===== src/rtl/conv_sequencer.sv =====
// conv_sequencer: control sequencer for a KxK convolution over a WxW feature map.
// Walks output pixels in raster order and, per pixel, K*K kernel taps, then
// presents the pixel to downstream and clears the accumulator.
module conv_sequencer #(
  parameter int W = 28,
  parameter int K = 3
) (
  input  logic       clk,
  input  logic       rst,
  input  logic       start,
  input  logic       in_valid,
  input  logic       out_ready,
  output logic       acc_enable,
  output logic       flush_acc,
  output logic [4:0] i,
  output logic [4:0] j,
  output logic [2:0] ki,
  output logic [2:0] kj,
  output logic       out_valid,
  output logic       busy,
  output logic       done
);

  typedef enum logic [2:0] {
    S_IDLE  = 3'd0,
    S_ACCUM = 3'd1,
    S_EMIT  = 3'd2,
    S_FLUSH = 3'd3,
    S_DONE  = 3'd4
  } state_t;

  // Last valid output-pixel coordinate and last valid kernel-tap index.
  localparam logic [4:0] LAST_POS = 5'(W - K);
  localparam logic [2:0] LAST_TAP = 3'(K - 1);

  state_t     state;
  state_t     state_nxt;
  logic [4:0] i_nxt;
  logic [4:0] j_nxt;
  logic [2:0] ki_nxt;
  logic [2:0] kj_nxt;

  logic last_tap;
  logic last_col;
  logic last_pix;

  assign last_tap = (ki == LAST_TAP) && (kj == LAST_TAP);
  assign last_col = (j == LAST_POS);
  assign last_pix = (i == LAST_POS) && last_col;

  // State and counter registers; reset overrides every other input.
  always_ff @(posedge clk) begin
    if (rst) begin
      state <= S_IDLE;
      i     <= '0;
      j     <= '0;
      ki    <= '0;
      kj    <= '0;
    end else begin
      state <= state_nxt;
      i     <= i_nxt;
      j     <= j_nxt;
      ki    <= ki_nxt;
      kj    <= kj_nxt;
    end
  end

  // Next-state and counter update: taps advance only on accepted sums,
  // pixel coordinates advance only when the accumulator is flushed.
  always_comb begin
    state_nxt = state;
    i_nxt     = i;
    j_nxt     = j;
    ki_nxt    = ki;
    kj_nxt    = kj;
    unique case (state)
      S_IDLE: begin
        if (start) begin
          state_nxt = S_ACCUM;
          i_nxt     = '0;
          j_nxt     = '0;
          ki_nxt    = '0;
          kj_nxt    = '0;
        end
      end
      S_ACCUM: begin
        if (in_valid) begin
          if (last_tap) begin
            state_nxt = S_EMIT;
            ki_nxt    = '0;
            kj_nxt    = '0;
          end else if (kj == LAST_TAP) begin
            kj_nxt = '0;
            ki_nxt = ki + 3'd1;
          end else begin
            kj_nxt = kj + 3'd1;
          end
        end
      end
      S_EMIT: begin
        if (out_ready) begin
          state_nxt = S_FLUSH;
        end
      end
      S_FLUSH: begin
        if (last_pix) begin
          state_nxt = S_DONE;
          i_nxt     = '0;
          j_nxt     = '0;
        end else if (last_col) begin
          state_nxt = S_ACCUM;
          j_nxt     = '0;
          i_nxt     = i + 5'd1;
        end else begin
          state_nxt = S_ACCUM;
          j_nxt     = j + 5'd1;
        end
      end
      S_DONE: begin
        state_nxt = S_IDLE;
        i_nxt     = '0;
        j_nxt     = '0;
      end
      default: begin
        state_nxt = S_IDLE;
        i_nxt     = '0;
        j_nxt     = '0;
        ki_nxt    = '0;
        kj_nxt    = '0;
      end
    endcase
  end

  // Output decode from the registered state; acc_enable also gates on in_valid
  // so a stalled tap never reaches the accumulator.
  always_comb begin
    acc_enable = (state == S_ACCUM) && in_valid;
    flush_acc  = (state == S_FLUSH);
    out_valid  = (state == S_EMIT);
    busy       = (state != S_IDLE);
    done       = (state == S_DONE);
  end

endmodule


===== config.mk =====
export PLATFORM = sky130hd
export DESIGN_NAME = conv_sequencer
export DESIGN_NICKNAME = d
export VERILOG_FILES = /design/src/rtl/conv_sequencer.sv
export SDC_FILE = /design/constraint.sdc
export NUM_CORES = 1
export LEC_CHECK = 0
export BUFFER_PORTS_ARGS = -buffer_cell sky130_fd_sc_hd__buf_2
export CAP_MARGIN = 20
export CELL_PAD_IN_SITES_DETAIL_PLACEMENT = 0
export CELL_PAD_IN_SITES_GLOBAL_PLACEMENT = 2
export CORE_MARGIN = 10
export CORE_UTILIZATION = 28
export DETAILED_ROUTE_END_ITERATION = 7
export PLACE_DENSITY_LB_ADDON = 0.3
export SLEW_MARGIN = 0
export SYNTH_ARGS = -nofsm -noshare
export SYNTH_HDL_FRONTEND = slang
export SYNTH_SLANG_ARGS = --single-unit
export TNS_END_PERCENT = 30

===== constraint.sdc =====
create_clock -name clk -period 1.46 [get_ports clk]
set_input_delay 0.292 -clock clk [delete_from_list [all_inputs] [get_ports clk]]
set_output_delay 0.292 -clock clk [all_outputs]
set_load 0.01 [all_outputs]

# After elaboration in Yosys (flattened, before gate mapping)

Cells that the tools add are included.

Add/sub/neg operators: 4
Equal/unequal tests: 14
Muxes and demuxes: 22
Bitwise operators: 2
Reductions and logical operators: 12

Operator list:

| operator              | count |
|---|---|
| $mux W3               | 12 |
| $pmux W5 S3           | 2 |
| $mux W5               | 5 |
| $pmux W3 S3           | 2 |
| $eq A3 B2 Y1 const B  | 4 |
| $pmux W3 S4           | 1 |
| $add A5 B1 Y5 const B | 2 |
| $eq A5 B5 Y1 const B  | 2 |
| $ne A2 B2 Y1 const B  | 4 |
| $reduce_and A4 Y1     | 2 |
| $add A3 B1 Y3 const B | 2 |
| $reduce_and A3 Y1     | 2 |
| $eq A3 B1 Y1 const B  | 1 |
| $eq A3 B3 Y1 const B  | 1 |
| $logic_and A1 B1 Y1   | 3 |
| $logic_not A3 Y1      | 1 |
| $ne A3 B1 Y1 const B  | 1 |
| $ne A3 B3 Y1 const B  | 1 |
| $reduce_bool A3 Y1    | 1 |
| $reduce_or A3 Y1      | 1 |
| $not A1 Y1            | 2 |
| $reduce_and A2 Y1     | 1 |
| $reduce_or A2 Y1      | 1 |

Bits in registers: 19
Input port bits: 5

# Depth between registers and ports, before layout

Gate-level depths: netlist of run 1.

Word-level depth: 5
Gate-level depth with buffers: 6

# Worst setup path after synthesis of run 1

OpenSTA, ideal clock, no wires.

Kind: flip-flop to flip-flop
Start point: register j[1]
End point: register i[1]
Setup time: 86 ps
Arrival: 1601 ps
Required time: 1374 ps
Slack: -227 ps
Stages on the path, launching flop included: 6
Buffers on the path: 0
Cell sequence: dfxtp_1 -> inv_1 -> ha_1 -> and4b_4 -> a2111o_1 -> a221oi_2

Cells in the longest elaborated chain, start to end: 4

RTL lines:

| element                                                    | line | text |
|---|---|---|
| start: declaration                                         | 16   | `output logic [4:0] j,` |
| start signal: assignment                                   | 62   | `j <= j_nxt;` |
| $eq A5 B5 Y1 (*)                                           | 48   | `assign last_col = (j == LAST_POS);` |
| $logic_and A1 B1 Y1                                        | 49   | `assign last_pix = (i == LAST_POS) && last_col;` |
| $ne A3 B1 Y1 (no line) or $mux W5 (tied branches)          | n/a  |  |
| $reduce_and A3 Y1 (no line) or $pmux W5 S3 (tied branches) | n/a  |  |
| end signal: assignment                                     | 61   | `i <= i_nxt;` |
| end: declaration                                           | 15   | `output logic [4:0] i,` |

Every way passes the cells marked *; elsewhere a longest branch is shown, timed or not.
A chain may end at the register's enable or synchronous reset.

# Final worst setup path of run 1

Start point: register state[1]
End point: output busy

Cells in the longest elaborated chain, start to end: 1

RTL lines:

| element                  | line | text |
|---|---|---|
| start: declaration       | 36   | `state_t state;` |
| start signal: assignment | 60   | `state <= state_nxt;` |
| $reduce_bool A3 Y1       | 140  | `busy = (state != S_IDLE);` |
| end: declaration         | 20   | `output logic busy,` |

Every way passes these cells.

==> impl_metrics.ini, run 1 <==
[power]
power_density_nw_per_um2 = 620.6
ir_drop_mv = 0.2821
total_leakage_power_nw = 0.8182

[clock_tree]
clkSinkCount = 19
cts_made_buffers = 3
clk_pin_slew_ns = 0.07
cts_tree = built
cts-root-buf = clkbuf_8
clockBufferDepth = 2
htreeDepth = 1
ctsHoldBuffers = 0
clock_latency_ns = 0.25

[finish]
final_cell_mix = 37 x buf_4, 24 x buf_2, 12 x dfxtp_1
num_antenna_cells = 0
layout-drive-gt1-share = 0.5515
layout-area-overhead-vs-synth_pct = 62.30
final_common_cell = buf_4
fin_nets = 206
n_fill_cell = 394

[critical_path]
arrival_ns = 1.26
r2r_cells = 4
crit_path_end_kind = primary output
critical_path_class = reg -> out
crit_fanout = 8
r2r_slack_ns = -0.07
r2r-start = state[0]$_SDFFE_PP0P_
cp-start-kind = flip-flop
critPathLaunch = state[1]$_SDFFE_PP0P_
worst_ep_required_time_ns = 1.17
rr_endpoint = i[1]$_SDFFE_PP0P_
endpoint = busy

[detailed_routing]
post-route-drc-count = 0
dr.pass1.iters = 3
ant_nets = 0
routed_wirelength_um = 3422
wl_per_cell_um = 14.02
vias = 1180
dr.first_iter.drc_count = 43
viasPerCell = 4.836

[logic_synthesis]
async_reset_ff_frac = 0
synth_top_area_share = 0.3265
synth_area_leader_cell = dfxtp_1
synth_fp_nets = 139
yosys-top-cells-area = dfxtp_1 33%, ha_1 6.4%, nor2_1 4.2%, nand3_1 3.0%, xor2_1 3.0%
synthDistinctLibCells = 48
synth_area_um2 = 1165
syn_inst = 128
synth-edff-count = 0
ys.flop_type = dfxtp_1
yosysWarnings = 0
ys_seq_elements = 19
seq_area_frac_synth = 0.3265
syn_avg_cell_area_um2 = 9.101

[floorplanning]
rows = 23
fp.dieArea_um2 = 7140
fp.coreArea_um2 = 4000
start_util = 0.2912
fp.dieW_um = 84.50
dieHeight_um = 84.50
io_pins = 26

[timing]
finalSetupTns_ns = -0.4731
max_freq_mhz = 643.9
fin_crit_sh = 1.064
finalSetupViolations = 12
hold_violations = 0
relSlewSlack = 0.7154
slew_viol_final = 0
rsz0062_at_grt = yes
hold_ws_ns = 0.4132
clock_skew_ns = 0.001425
fin_ws_ns = -0.09300
tightestPinTransition_ns = 0.4243
period_needed_ns = 1.553

[placed_design]
hpwl_um = 2652
io_buffers = 25
place_congestion = 0.7717

[grt]
gr-total-overflow = 0
grt_pass1_vias = 1247
antenna_found_initial = 0
grt_use_total = 0.09243
grt_max_degree = 12
grt_pass1_wl_um = 5733

[hold_path]
hold_class = in -> reg
min-delay-start = rst

[status]
outcome = complete, but fails checks
violations = negative setup slack

[job]
drv_cap = 0
==> where the power goes <==
part / switching (W) / leakage, nW / internal (W) / total, W
Combinational: 0.000116 / 0.634 / 0.000140 / 0.000257
Clock: 0.000182 / 0.0255 / 0.000190 / 0.000372
Sequential: 0.0000154 / 0.158 / 0.000529 / 0.000545
Total: 0.000314 / 0.818 / 0.000859 / 0.00117
==> worst min path at each step <==
stage	to	slack, ns	cells after the start
6_report	ki[0]$_SDFFE_PP0P_	0.41	2
5_1_grt	ki[0]$_SDFFE_PP0P_	0.42	2
4_1_cts	ki[0]$_SDFFE_PP0P_	0.39	2
3_5_place_dp	i[4]$_SDFFE_PP0P_	0.51	2
3_3_place_gp	i[4]$_SDFFE_PP0P_	0.50	2
2_1_floorplan	i[4]$_SDFFE_PP0P_	0.52	2
==> cell type report <==
| cell class | instances | area (um2) | share of cell area |
|---|---|---|---|
| clock buffer | 3 | 41.29 | 0.02184 |
| clock inverter | 1 | 5.005 | 0.002647 |
| multi-input combinational | 97 | 883.3 | 0.4672 |
| sequential | 19 | 399.1 | 0.2111 |
| tap | 50 | 62.56 | 0.03309 |
| inverter | 6 | 22.52 | 0.01191 |
| timing repair buffer | 68 | 476.7 | 0.2522 |
==> critical path, stage by stage (launching register included) <==
cell and delay (ns):
dfxtp_4 0.39, buf_6 0.12, or3_1 0.35, buf_2 0.15
==> logic make-up (layout without fill, tap and decap cells) <==
| group | after synthesis | count (layout) | share of synthesized area |
|---|---|---|---|
| AND/OR/NAND/NOR | 51 | 51 | 0.2718 |
| multiplexers | 1 | 1 | 0.008593 |
| buffers and inverters | 12 | 78 | 0.05477 |
| flip-flops | 19 | 19 | 0.3265 |
| adder cells (fa/ha/maj) | 6 | 6 | 0.06445 |
| XOR/XNOR | 7 | 7 | 0.05263 |
| AO/OA/AOI/OAI | 32 | 32 | 0.2213 |
==> through the flow <==
step	total power [W]	instance area (um2)	setup WS, ns	utilization	instances
2_1_floorplan	0.0006709	1184	-0.04413	-	128
3_3_place_gp	0.0007610	1578	-0.07396	0.3944	230
3_5_place_dp	0.0007673	1578	-0.1737	0.3944	230
4_1_cts	0.001166	1773	-0.09744	0.4432	243
5_1_grt	0.001241	1891	-0.1298	0.4726	244
6_report	0.001173	1891	-0.09300	0.4726	244
==> Yosys cell counts, types with 2 or more instances <==
library cell	number
a21oi_1	3
or3_1	3
and2_1	2
buf_2	3
ha_1	6
a211oi_1	4
buf_6	2
nand3_1	7
or3b_1	2
a21o_1	3
xnor2_1	3
o2111ai_1	2
nand4b_1	2
nor2_1	13
nand2_1	3
o21ai_0	4
a21oi_2	2
a2111oi_0	2
nor3b_2	2
a211o_1	2
dfxtp_1	19
xor2_1	4
nand2b_1	3
inv_1	6
or2_1	2
nor2b_1	2
==> per-layer routing <==
metal,vias to the layer above,global-route usage,share of wire
met5,-,0,0
met4,0,0.03144,0.011
met3,4,0.02029,0.032
met2,17,0.1572,0.49
met1,549,0.1111,0.47
li1,610,-,-
==> state kept, by name, summed over array words and instances (netlist names) <==
name / flops
i: 5
j: 5
ki: 3
kj: 3
state: 3
==> timing repair <==
item | CTS | global route
pin swaps | 6 | 9
buffers inserted | 9 | 1
endpoints found under the setup margin | 20 | 22
gates resized for setup | 22 | 22
No activity file was read; power rests on OpenSTA's default activity.
==> run 2, diff against run 1 <==
--- a/config.mk
+++ b/config.mk
@@ -6,13 +6,14 @@
 export NUM_CORES = 1
 export LEC_CHECK = 0
 export BUFFER_PORTS_ARGS = -buffer_cell sky130_fd_sc_hd__buf_2
-export CAP_MARGIN = 20
+export CAP_MARGIN = 40
 export CELL_PAD_IN_SITES_DETAIL_PLACEMENT = 0
 export CELL_PAD_IN_SITES_GLOBAL_PLACEMENT = 2
 export CORE_MARGIN = 10
 export CORE_UTILIZATION = 28
 export DETAILED_ROUTE_END_ITERATION = 7
 export PLACE_DENSITY_LB_ADDON = 0.3
+export SETUP_SLACK_MARGIN = 0.05
 export SLEW_MARGIN = 0
 export SYNTH_ARGS = -nofsm -noshare
 export SYNTH_HDL_FRONTEND = slang
==> impl_metrics.ini, run 2 (synthesis gave the netlist of run 1 again) <==
[status]
outcome = complete, but fails checks
violations = negative setup slack

[critical_path]
critical_path_class = reg -> out
cp-start-kind = flip-flop
cp_num_buf_inv = 2
cpMaxStageDelayCell = dfxtp_4
crit_chain = buf_6, or3_1, buf_2
arrival_ns = 1.25
path_delay_family = flip-flops
crit_path_end_kind = primary output
worst_ep_required_time_ns = 1.17
crit_fanout = 8
cpPeakStageDelay_ns = 0.38

[timing]
hold_violations = 0
fin_ws_ns = -0.08691
fin_crit_sh = 1.060
rsz0062_at_grt = yes
max_freq_mhz = 646.4
period_needed_ns = 1.547
relSlewSlack = 0.7165
finalSetupViolations = 10
tightestPinTransition_ns = 0.4227
slew_viol_final = 0
clock_skew_ns = 0.002401

[clock_tree]
cts_made_buffers = 3
cts_tree = built
htreeDepth = 1
clockBufferDepth = 2
ctsHoldBuffers = 0
clock_latency_ns = 0.25
cts-root-buf = clkbuf_8
clk_pin_slew_ns = 0.07
clkSinkCount = 19

[grt]
antenna_found_initial = 0
grt_use_total = 0.09342
gr-total-overflow = 0
grt_max_degree = 12
grt_pass1_wl_um = 5796
grt_pass1_vias = 1260

[floorplanning]
fp.dieArea_um2 = 7140
io_pins = 26
dieHeight_um = 84.50
rows = 23
start_util = 0.2912
fp.dieW_um = 84.50
fp.coreArea_um2 = 4000

[power]
power_density_nw_per_um2 = 619.3
total_leakage_power_nw = 0.8222
ir_drop_mv = 0.2836

[finish]
fin_nets = 206
largest_registers = i: 5 flops, j: 5 flops
final_cell_mix = 37 x buf_4, 24 x buf_2, 11 x dfxtp_1
layout-drive-gt1-share = 0.5876
final_common_cell = buf_4
num_antenna_cells = 0
finish.utilization = 0.4754
layout-area-overhead-vs-synth_pct = 63.26
n_fill_cell = 402
finish.instance_area_um2 = 1902

[placed_design]
hpwl_um = 2652
place_congestion = 0.7717
io_buffers = 25
placed_area_um2 = 1578

[detailed_routing]
dr.pass1.iters = 3
ant_nets = 0
viasPerCell = 4.832
wl_per_cell_um = 14.06
routed_wirelength_um = 3431
vias = 1179
post-route-drc-count = 0
dr.first_iter.drc_count = 50

[job]
drv_cap = 0

[hold_path]
hold_class = in -> reg
run 2: cell counts in the layout (fill, tap and decap cells not counted):
No cell type changed its count.
run 2: area by class of cell:
class	instances	area [um2]	area share
Multi-Input combinational cell	97	893.4	0.4697
Clock buffer	3	41.29	0.02171
Clock inverter	1	5.005	0.002632
Timing Repair Buffer	68	476.7	0.2507
Inverter	6	22.52	0.01184
Tap cell	50	62.56	0.03289
Sequential cell	19	400.4	0.2105
run 2: final timing paths:
path	startpoint	endpoint	slack, ns	depth (start not counted)
worst min-delay path	rst	ki[0]$_SDFFE_PP0P_	0.41	2
worst max register to register	j[1]$_SDFFE_PP0P_	i[1]$_SDFFE_PP0P_	-0.05	5
worst min register to register	ki[1]$_SDFFE_PP0P_	ki[1]$_SDFFE_PP0P_	0.53	2
worst max-delay path	state[1]$_SDFFE_PP0P_	busy	-0.09	3
run 2: repair_timing:
action	4_1_cts	5_1_grt
hold endpoints to repair	0	0
setup endpoints to repair	22	22
setup buffers	9	1
pin swaps	9	10
gates resized for setup	27	23
run 2: routing by layer:
layer	global-route usage	vias up	share of wire
li1	-	610	-
met1	0.1128	548	0.47
met2	0.1585	17	0.49
met3	0.02029	4	0.031
met4	0.03144	0	0.011
met5	0	-	0
run 2: per-stage QoR:
stage               TNS, ns  setup WS [ns]  hold slack (ns)  total power (W)  instances
finish              -0.3804       -0.08691           0.4134         0.001178        244
global route         -1.253        -0.1287           0.4247         0.001244        244
CTS                 -0.6280       -0.09744           0.3909         0.001172        243
detailed placement  -0.8474        -0.1737           0.5134        0.0007673        230
global placement    -0.3059       -0.07396           0.4955        0.0007610        230
floorplan           -0.1820       -0.04413           0.5188        0.0006709        128
run 2: where the power goes:
part           switching (W)  internal (W)  leakage [nW]
logic               0.000118      0.000142         0.638
clock network       0.000184      0.000190        0.0255
registers          0.0000156      0.000529         0.159
total               0.000317      0.000861         0.822
